## config.mk

```make
export PLATFORM = sky130hd
export DESIGN_NAME = s_aes_enc_iter
export DESIGN_NICKNAME = d
export VERILOG_FILES = /design/src/rtl/s_aes_enc_iter.sv
export SDC_FILE = /design/constraint.sdc
export NUM_CORES = 1
export LEC_CHECK = 0
export CORE_MARGIN = 2
export CORE_UTILIZATION = 41
export CTS_CLUSTER_DIAMETER = 200
export DETAILED_ROUTE_END_ITERATION = 6
export SYNTH_ARGS = -nofsm -noshare
export SYNTH_HDL_FRONTEND = slang
export SYNTH_SLANG_ARGS = --single-unit
```

## constraint.sdc

```tcl
create_clock -name CLK -period 2.3 [get_ports CLK]
set_input_delay 0.46 -clock CLK [delete_from_list [all_inputs] [get_ports CLK]]
set_output_delay 0.46 -clock CLK [all_outputs]
set_load 0.1 [all_outputs]
```

## src/rtl/s_aes_enc_iter.sv

```systemverilog
// Iterative S-AES encryptor: accepts one block per handshake, computes one round per clock,
// and expands round keys on the fly. The ciphertext is held on a valid/ready output.
module s_aes_enc_iter #(
   parameter logic [7:0] RCON1 = 8'h80,
   parameter logic [7:0] RCON2 = 8'h30
) (
   input  logic        CLK,
   input  logic        RST,
   input  logic        In_Valid,
   output logic        In_Ready,
   input  logic [15:0] Plain_Text,
   input  logic [15:0] Key,
   output logic        Out_Valid,
   input  logic        Out_Ready,
   output logic [15:0] Cipher_Text,
   output logic        Busy
);

   typedef enum logic [1:0] {IDLE = 2'd0, R1 = 2'd1, R2 = 2'd2, DONE = 2'd3} fsm_t;

   fsm_t        fsm_reg, fsm_next;
   logic [15:0] state_reg;
   logic [15:0] rkey_reg;
   logic [15:0] sub_state, shifted, mixed, k1, k2, round1, round2;

   function automatic logic [3:0] sbox(input logic [3:0] x);
      logic [3:0] y;
      case (x)
         4'h0: y = 4'h9;  4'h1: y = 4'h4;  4'h2: y = 4'hA;  4'h3: y = 4'hB;
         4'h4: y = 4'hD;  4'h5: y = 4'h1;  4'h6: y = 4'h8;  4'h7: y = 4'h5;
         4'h8: y = 4'h6;  4'h9: y = 4'h2;  4'hA: y = 4'h0;  4'hB: y = 4'h3;
         4'hC: y = 4'hC;  4'hD: y = 4'hE;  4'hE: y = 4'hF;  default: y = 4'h7;
      endcase
      return y;
   endfunction

   // Multiply by x in GF(2^4), reduction polynomial x^4+x+1.
   function automatic logic [3:0] xtime(input logic [3:0] a);
      return {a[2:0], 1'b0} ^ (a[3] ? 4'h3 : 4'h0);
   endfunction

   function automatic logic [7:0] mix_col(input logic [7:0] c);
      logic [3:0] a, b;
      a = c[7:4];
      b = c[3:0];
      return {a ^ xtime(xtime(b)), xtime(xtime(a)) ^ b};
   endfunction

   function automatic logic [15:0] expand(input logic [15:0] k, input logic [7:0] rc);
      logic [7:0] g, wa, wb;
      g  = {sbox(k[3:0]), sbox(k[7:4])} ^ rc;
      wa = k[15:8] ^ g;
      wb = wa ^ k[7:0];
      return {wa, wb};
   endfunction

   for (genvar gi = 0; gi < 4; gi++) begin : g_sub
      assign sub_state[gi*4 +: 4] = sbox(state_reg[gi*4 +: 4]);
   end

   assign shifted = {sub_state[15:12], sub_state[3:0], sub_state[7:4], sub_state[11:8]};
   assign mixed   = {mix_col(shifted[15:8]), mix_col(shifted[7:0])};
   assign k1      = expand(rkey_reg, RCON1);
   assign k2      = expand(rkey_reg, RCON2);
   assign round1  = mixed ^ k1;
   assign round2  = shifted ^ k2;

   always_ff @(posedge CLK or posedge RST) begin
      if (RST) begin
         fsm_reg <= IDLE;
      end else begin
         fsm_reg <= fsm_next;
      end
   end

   always_comb begin
      fsm_next = fsm_reg;
      case (fsm_reg)
         IDLE:    if (In_Valid) fsm_next = R1;
         R1:      fsm_next = R2;
         R2:      fsm_next = DONE;
         default: if (Out_Ready) fsm_next = IDLE;
      endcase
   end

   always_comb begin
      In_Ready  = (fsm_reg == IDLE);
      Out_Valid = (fsm_reg == DONE);
      Busy      = (fsm_reg != IDLE);
   end

   // Datapath: inputs are captured only on the accept edge; the last round also loads the output.
   always_ff @(posedge CLK or posedge RST) begin
      if (RST) begin
         state_reg   <= 16'h0000;
         rkey_reg    <= 16'h0000;
         Cipher_Text <= 16'h0000;
      end else begin
         case (fsm_reg)
            IDLE: begin
               if (In_Valid) begin
                  state_reg <= Plain_Text ^ Key;
                  rkey_reg  <= Key;
               end
            end
            R1: begin
               state_reg <= round1;
               rkey_reg  <= k1;
            end
            R2: begin
               state_reg   <= round2;
               rkey_reg    <= k2;
               Cipher_Text <= round2;
            end
            default: ;
         endcase
      end
   end

endmodule
```

==> run metrics, run 1 <==
Cells after DPL just over 700; CTS tree built; Netlist cell types 60; Nets 669; WHS 0.3977 ns; layout cell share with drive strength beyond 1 0.2581; Die X 110.7 um; DIE HEIGHT 110.7 um; initial drt markers roughly 240; antenna diode count 0; Routed WL 13020 um; initial antenna violation count 0; Post-Syn Area per Cell around 9.5 um^2; vias in the first global route a little under 4000; DRT antenna net count 0; worst-skew pair later-pin latency 0.32 ns; clock tree buffer depth 2; status complete, no violations; critical path fanouts, max 5; largest net degree at the start of global routing 41; Post-Synthesis Cell Area 4666 um^2; Synth Instances 491; die area 12250 um^2; synthesized flop and latch total 50; row count 38; Total Routing Usage GR 0.2131; Root Driver clkbuf_16; Fin. Hold Viols 0; Setup violations, final 0; Layout Cells excl Fill roughly 730; number of remaining DRC errors 0; Setup TNS 0 ns; gpl congestion 0.8977; Syn Nets roughly 570; Critical Path RT 2.50 ns; Slew @ Worst Pin 0.6844 ns; vias 3890; post-route clock period utilization 0.9810; Clock transition at path regs 0.08 ns; TritonRoute pass-1 iters 4; Layout area overhead 29.82%; Worst Skew 0.01407 ns; RSZ-0062 raised after global routing yes; IO Pins 55; synth warn 0; min Tclk post-route 2.256 ns; Crit Path Class register to register; Async SR Flop Fraction 1.000; worst relative slew slack 0.5407; Post-synth top flop dfrtp_1; EDFF count, synth 0; grt ovf 0; core area between 10000 and 15000 um^2; WP data arrival ~2.5 ns; worst hold path class input pin to async pin; CP Capture Type register; initial core utilization 0.4248; Max Transition Viols Final 0; Worst Setup Start Kind register; htree depth 2; WL per Instance roughly 18 um; clock sinks 50; CTS Hold Bufs 0; first-pass GRT wire length roughly 21000 um; post-synthesis sequential area ratio 0.2682; Fillers 990; cts bufs inserted 5; DP HPWL 9906 um; Max Cap Viol 0; Max Fclk 0.4432 GHz; vias per cell 5.336; IO buf count 54
[kinds of logic (layout without fill, tap and decap cells)]
group / count (synthesis) / in the layout / synth area share
AOI/OAI and AO/OA: 117 / 117 / 0.1698
and+or+nand+nor: 112 / 112 / 0.1140
xor gates and xnor gates: 71 / 71 / 0.1850
buffers and inverters: 70 / 168 / 0.06731
DFF: 50 / 50 / 0.2682
adders and majority gates: 45 / 45 / 0.1207
muxes: 26 / 26 / 0.07509
[repair_timing]
action,4_1_cts,5_1_grt
pin swaps,0,12
resized for setup,3,26
setup endpoints to repair,4,13
hold endpoints to repair,0,0
gates cloned,0,0
buffers inserted,0,11
[worst max-delay path, cell delays in order (launching register included)]
cell,delay [ns]
dfrtp_1,0.36
inv_2,0.08
ha_1,0.20
or3_4,0.39
a31oi_4,0.26
xnor2_4,0.13
buf_6,0.15
buf_4,0.13
xor2_1,0.17
mux2_2,0.28
[path summary, 6_finish.rpt]
check / from / endpoint / slack (ns) / cells past startpoint
min in group CLK: Cipher_Text[9]$_DFFE_PP0P_ / Cipher_Text[9]$_DFFE_PP0P_ / 0.52 / 1
worst min-delay path: RST / state_reg[13]$_DFFE_PP0P_ / 0.40 / 2
max in group asynchronous: RST / state_reg[6]$_DFFE_PP0P_ / 1.35 / 3
worst max register to register: rkey_reg[0]$_DFFE_PP0P_ / Cipher_Text[7]$_DFFE_PP0P_ / 0.04 / 9
worst max-delay path: rkey_reg[0]$_DFFE_PP0P_ / Cipher_Text[7]$_DFFE_PP0P_ / 0.04 / 9
worst min register to register: Cipher_Text[9]$_DFFE_PP0P_ / Cipher_Text[9]$_DFFE_PP0P_ / 0.52 / 1
[per-stage QoR]
stage | area (um^2) | worst slack, ns | utilization
2_1_floorplan | 4684 | 0.01718 | -
3_3_place_gp | 5654 | 0.02105 | 0.5148
3_5_place_dp | 5654 | -0.02125 | 0.5148
4_1_cts | 5851 | 0.001602 | 0.5327
5_1_grt | 6057 | -0.02469 | 0.5515
6_report | 6057 | 0.04359 | 0.5515
[synth_stat cells, types with 6 or more instances]
cell | count | area, um^2
a21oi_1 | 17 | 85.08
a31oi_1 | 8 | 50.05
clkbuf_1 | 16 | 60.06
dfrtp_1 | 50 | 1251
ha_1 | 45 | 563.0
inv_1 | 40 | 150.1
mux2_2 | 6 | 67.56
mux2i_1 | 13 | 130.1
nand2_1 | 45 | 168.9
nor2_1 | 26 | 97.59
nor3_1 | 8 | 40.04
o21ai_0 | 41 | 205.2
o22ai_1 | 13 | 81.33
xnor2_1 | 37 | 324.1
xor2_1 | 17 | 148.9
[cells in the final DEF (no fill, tap or decap), types with 5 or more instances in the layout]
cell	count
a21o_1	5
a21oi_1	16
a31oi_1	7
buf_4	80
clkbuf_16	5
clkdlybuf4s50_1	35
dfrtp_1	48
ha_1	42
inv_1	33
inv_2	7
mux2_2	6
mux2i_1	11
mux4_2	5
nand2_1	45
nand3b_1	5
nor2_1	25
nor2b_1	5
nor3_1	8
o21ai_0	41
o22ai_1	13
xnor2_1	32
xnor2_2	6
xnor3_1	5
xor2_1	15
xor3_1	5
[per-layer routing]
metal | track usage | vias up | wire (um)
li1 | - | 1882 | -
met1 | 0.2917 | 1897 | 5980
met2 | 0.3509 | 97 | 6223
met3 | 0.03007 | 14 | 602
met4 | 0.06500 | 0 | 216
met5 | 0 | - | 0
[final cells by class]
cell class | instances | area, um^2 | area share
clock buffers | 5 | 125.1 | 0.02066
flip-flops and latches | 50 | 1254 | 0.2070
repair buffers | 120 | 1042 | 0.1721
clock inverters | 3 | 47.55 | 0.007850
inverters | 40 | 150.1 | 0.02479
multi-input cells | 371 | 3263 | 0.5387
well taps | 140 | 175.2 | 0.02892
Power of run 1 is not shown: default switching activity piles up to over one toggle a cycle in this logic, so the estimate is an artifact.
==> inputs of run 2 (changes only) <==
--- a/config.mk
+++ b/config.mk
@@ -7,6 +7,7 @@
 export LEC_CHECK = 0
 export CORE_MARGIN = 2
 export CORE_UTILIZATION = 41
+export CTS_BUF_LIST = sky130_fd_sc_hd__clkbuf_4
 export CTS_CLUSTER_DIAMETER = 200
 export DETAILED_ROUTE_END_ITERATION = 6
 export SYNTH_ARGS = -nofsm -noshare
==> run metrics, run 2 (synthesis gave the netlist of run 1 again) <==
layout cell share with drive strength beyond 1 0.2627; Fillers 1022; Clock transition at path regs approximately 0.19 ns; Worst Setup Start Kind register; post-route clock period utilization 0.9758; min Tclk post-route 2.244 ns; antenna diode count 0; final design utilization 0.5424; Worst Skew between 0.02 and 0.025 ns; IO Pins 55; worst hold path class input pin to async pin; Setup violations, final 0; vias 3871; slowest cell on the critical path mux4_2; largest net degree at the start of global routing 41; WP data arrival 2.54 ns; CTS Hold Bufs 0; Top delay family on crit path multiplexers; Max Cap Viol 0; CP Capture Type register; DRT antenna net count 0; Layout area overhead 27.67%; critical path fanouts, max 5; Root Driver clkbuf_4; Total Routing Usage GR 0.2103; worst-skew pair later-pin latency 0.42 ns; htree depth 2; gpl congestion 0.8977; CTS tree built; Routed WL 12880 um; Fin. Hold Viols 0; first-pass GRT wire length roughly 20000 um; core area roughly 11000 um^2; row count 38; clock sinks 50; Die X between 100 and 150 um; most frequent cell on the critical path buf_4; worst relative slew slack 0.5379; WL per Instance 17.65 um; Crit Path Class register to register; Critical Path RT 2.60 ns; initial drt markers 183; number of remaining DRC errors 0; cts bufs inserted 5; area of the multi-input gates 3239 um^2; TritonRoute pass-1 iters 4; vias per cell 5.303; initial core utilization 0.4248; RSZ-0062 raised after global routing yes; Slew @ Worst Pin 0.6886 ns; Largest stage delay, worst path 0.55 ns; most frequent cells in the layout buf_4, dfrtp_1, nand2_1, ha_1, o21ai_0; Max Transition Viols Final 0; vias in the first global route 3855; DP HPWL 9906 um; most common cell after layout, fill and taps aside buf_4; IO buf count 54; DIE HEIGHT roughly 110 um; Max Fclk 0.4455 GHz; Reg area 1254 um^2; grt ovf 0; status complete, no violations; Nets 670; worst-path cell chain buf_4 -> ha_1 -> mux4_2 -> xnor2_4 -> buf_4 -> xnor2_2 -> a21oi_1 -> a21oi_2; die area 12250 um^2; initial antenna violation count 0; Worst Path Buf+Inv 2; clock tree buffer depth 2; reg2reg setup slack 0.06 ns
==> run 2: cell type report <==
cell class	instances	area share
multi-input combinational	371	0.5438
sequential	50	0.2105
timing repair buffer	121	0.1769
tap	140	0.02941
inverter	40	0.02520
clock inverter	3	0.007982
clock buffer	5	0.006301
==> run 2: per-stage QoR <==
step	hold WS (ns)	worst slack [ns]	std cells	TNS, ns	cell area [um^2]
floorplan	0.5101	0.01718	491	0	4684
global placement	0.4935	0.02105	710	0	5654
detailed placement	0.4965	-0.02125	710	-0.04738	5654
CTS	0.2697	-0.001196	720	-0.001196	5779
global route	0.2861	-0.03660	730	-0.04754	5957
finish	0.2687	0.05555	730	0	5957
==> run 2: worst paths after layout <==
| kind | start | end | cells after the start |
|---|---|---|---|
| worst max-delay path | rkey_reg[5]$_DFFE_PP0P_ | state_reg[8]$_DFFE_PP0P_ | 8 |
| min in group CLK | Cipher_Text[10]$_DFFE_PP0P_ | Cipher_Text[10]$_DFFE_PP0P_ | 2 |
| worst min-delay path | RST | state_reg[13]$_DFFE_PP0P_ | 2 |
| max in group asynchronous | RST | state_reg[9]$_DFFE_PP0P_ | 3 |
| worst max register to register | rkey_reg[5]$_DFFE_PP0P_ | state_reg[8]$_DFFE_PP0P_ | 8 |
| worst min register to register | Cipher_Text[10]$_DFFE_PP0P_ | Cipher_Text[10]$_DFFE_PP0P_ | 2 |
==> run 2: layer usage <==
| metal | vias up | part of all wire | GRT usage |
|---|---|---|---|
| met5 | - | 0 | 0 |
| met4 | 0 | 0.019 | 0.05167 |
| met3 | 18 | 0.047 | 0.03171 |
| met2 | 94 | 0.47 | 0.3513 |
| met1 | 1876 | 0.46 | 0.2875 |
| li1 | 1883 | - | - |
==> run 2: what timing repair did <==
item                       CTS  global route
hold endpoints to repair     0             0
gates resized for setup      4            27
gates cloned                 0             0
setup endpoints to repair    5            13
pin swaps                    2            12
buffers inserted             2            10
Power of run 2 is left out for the same reason.
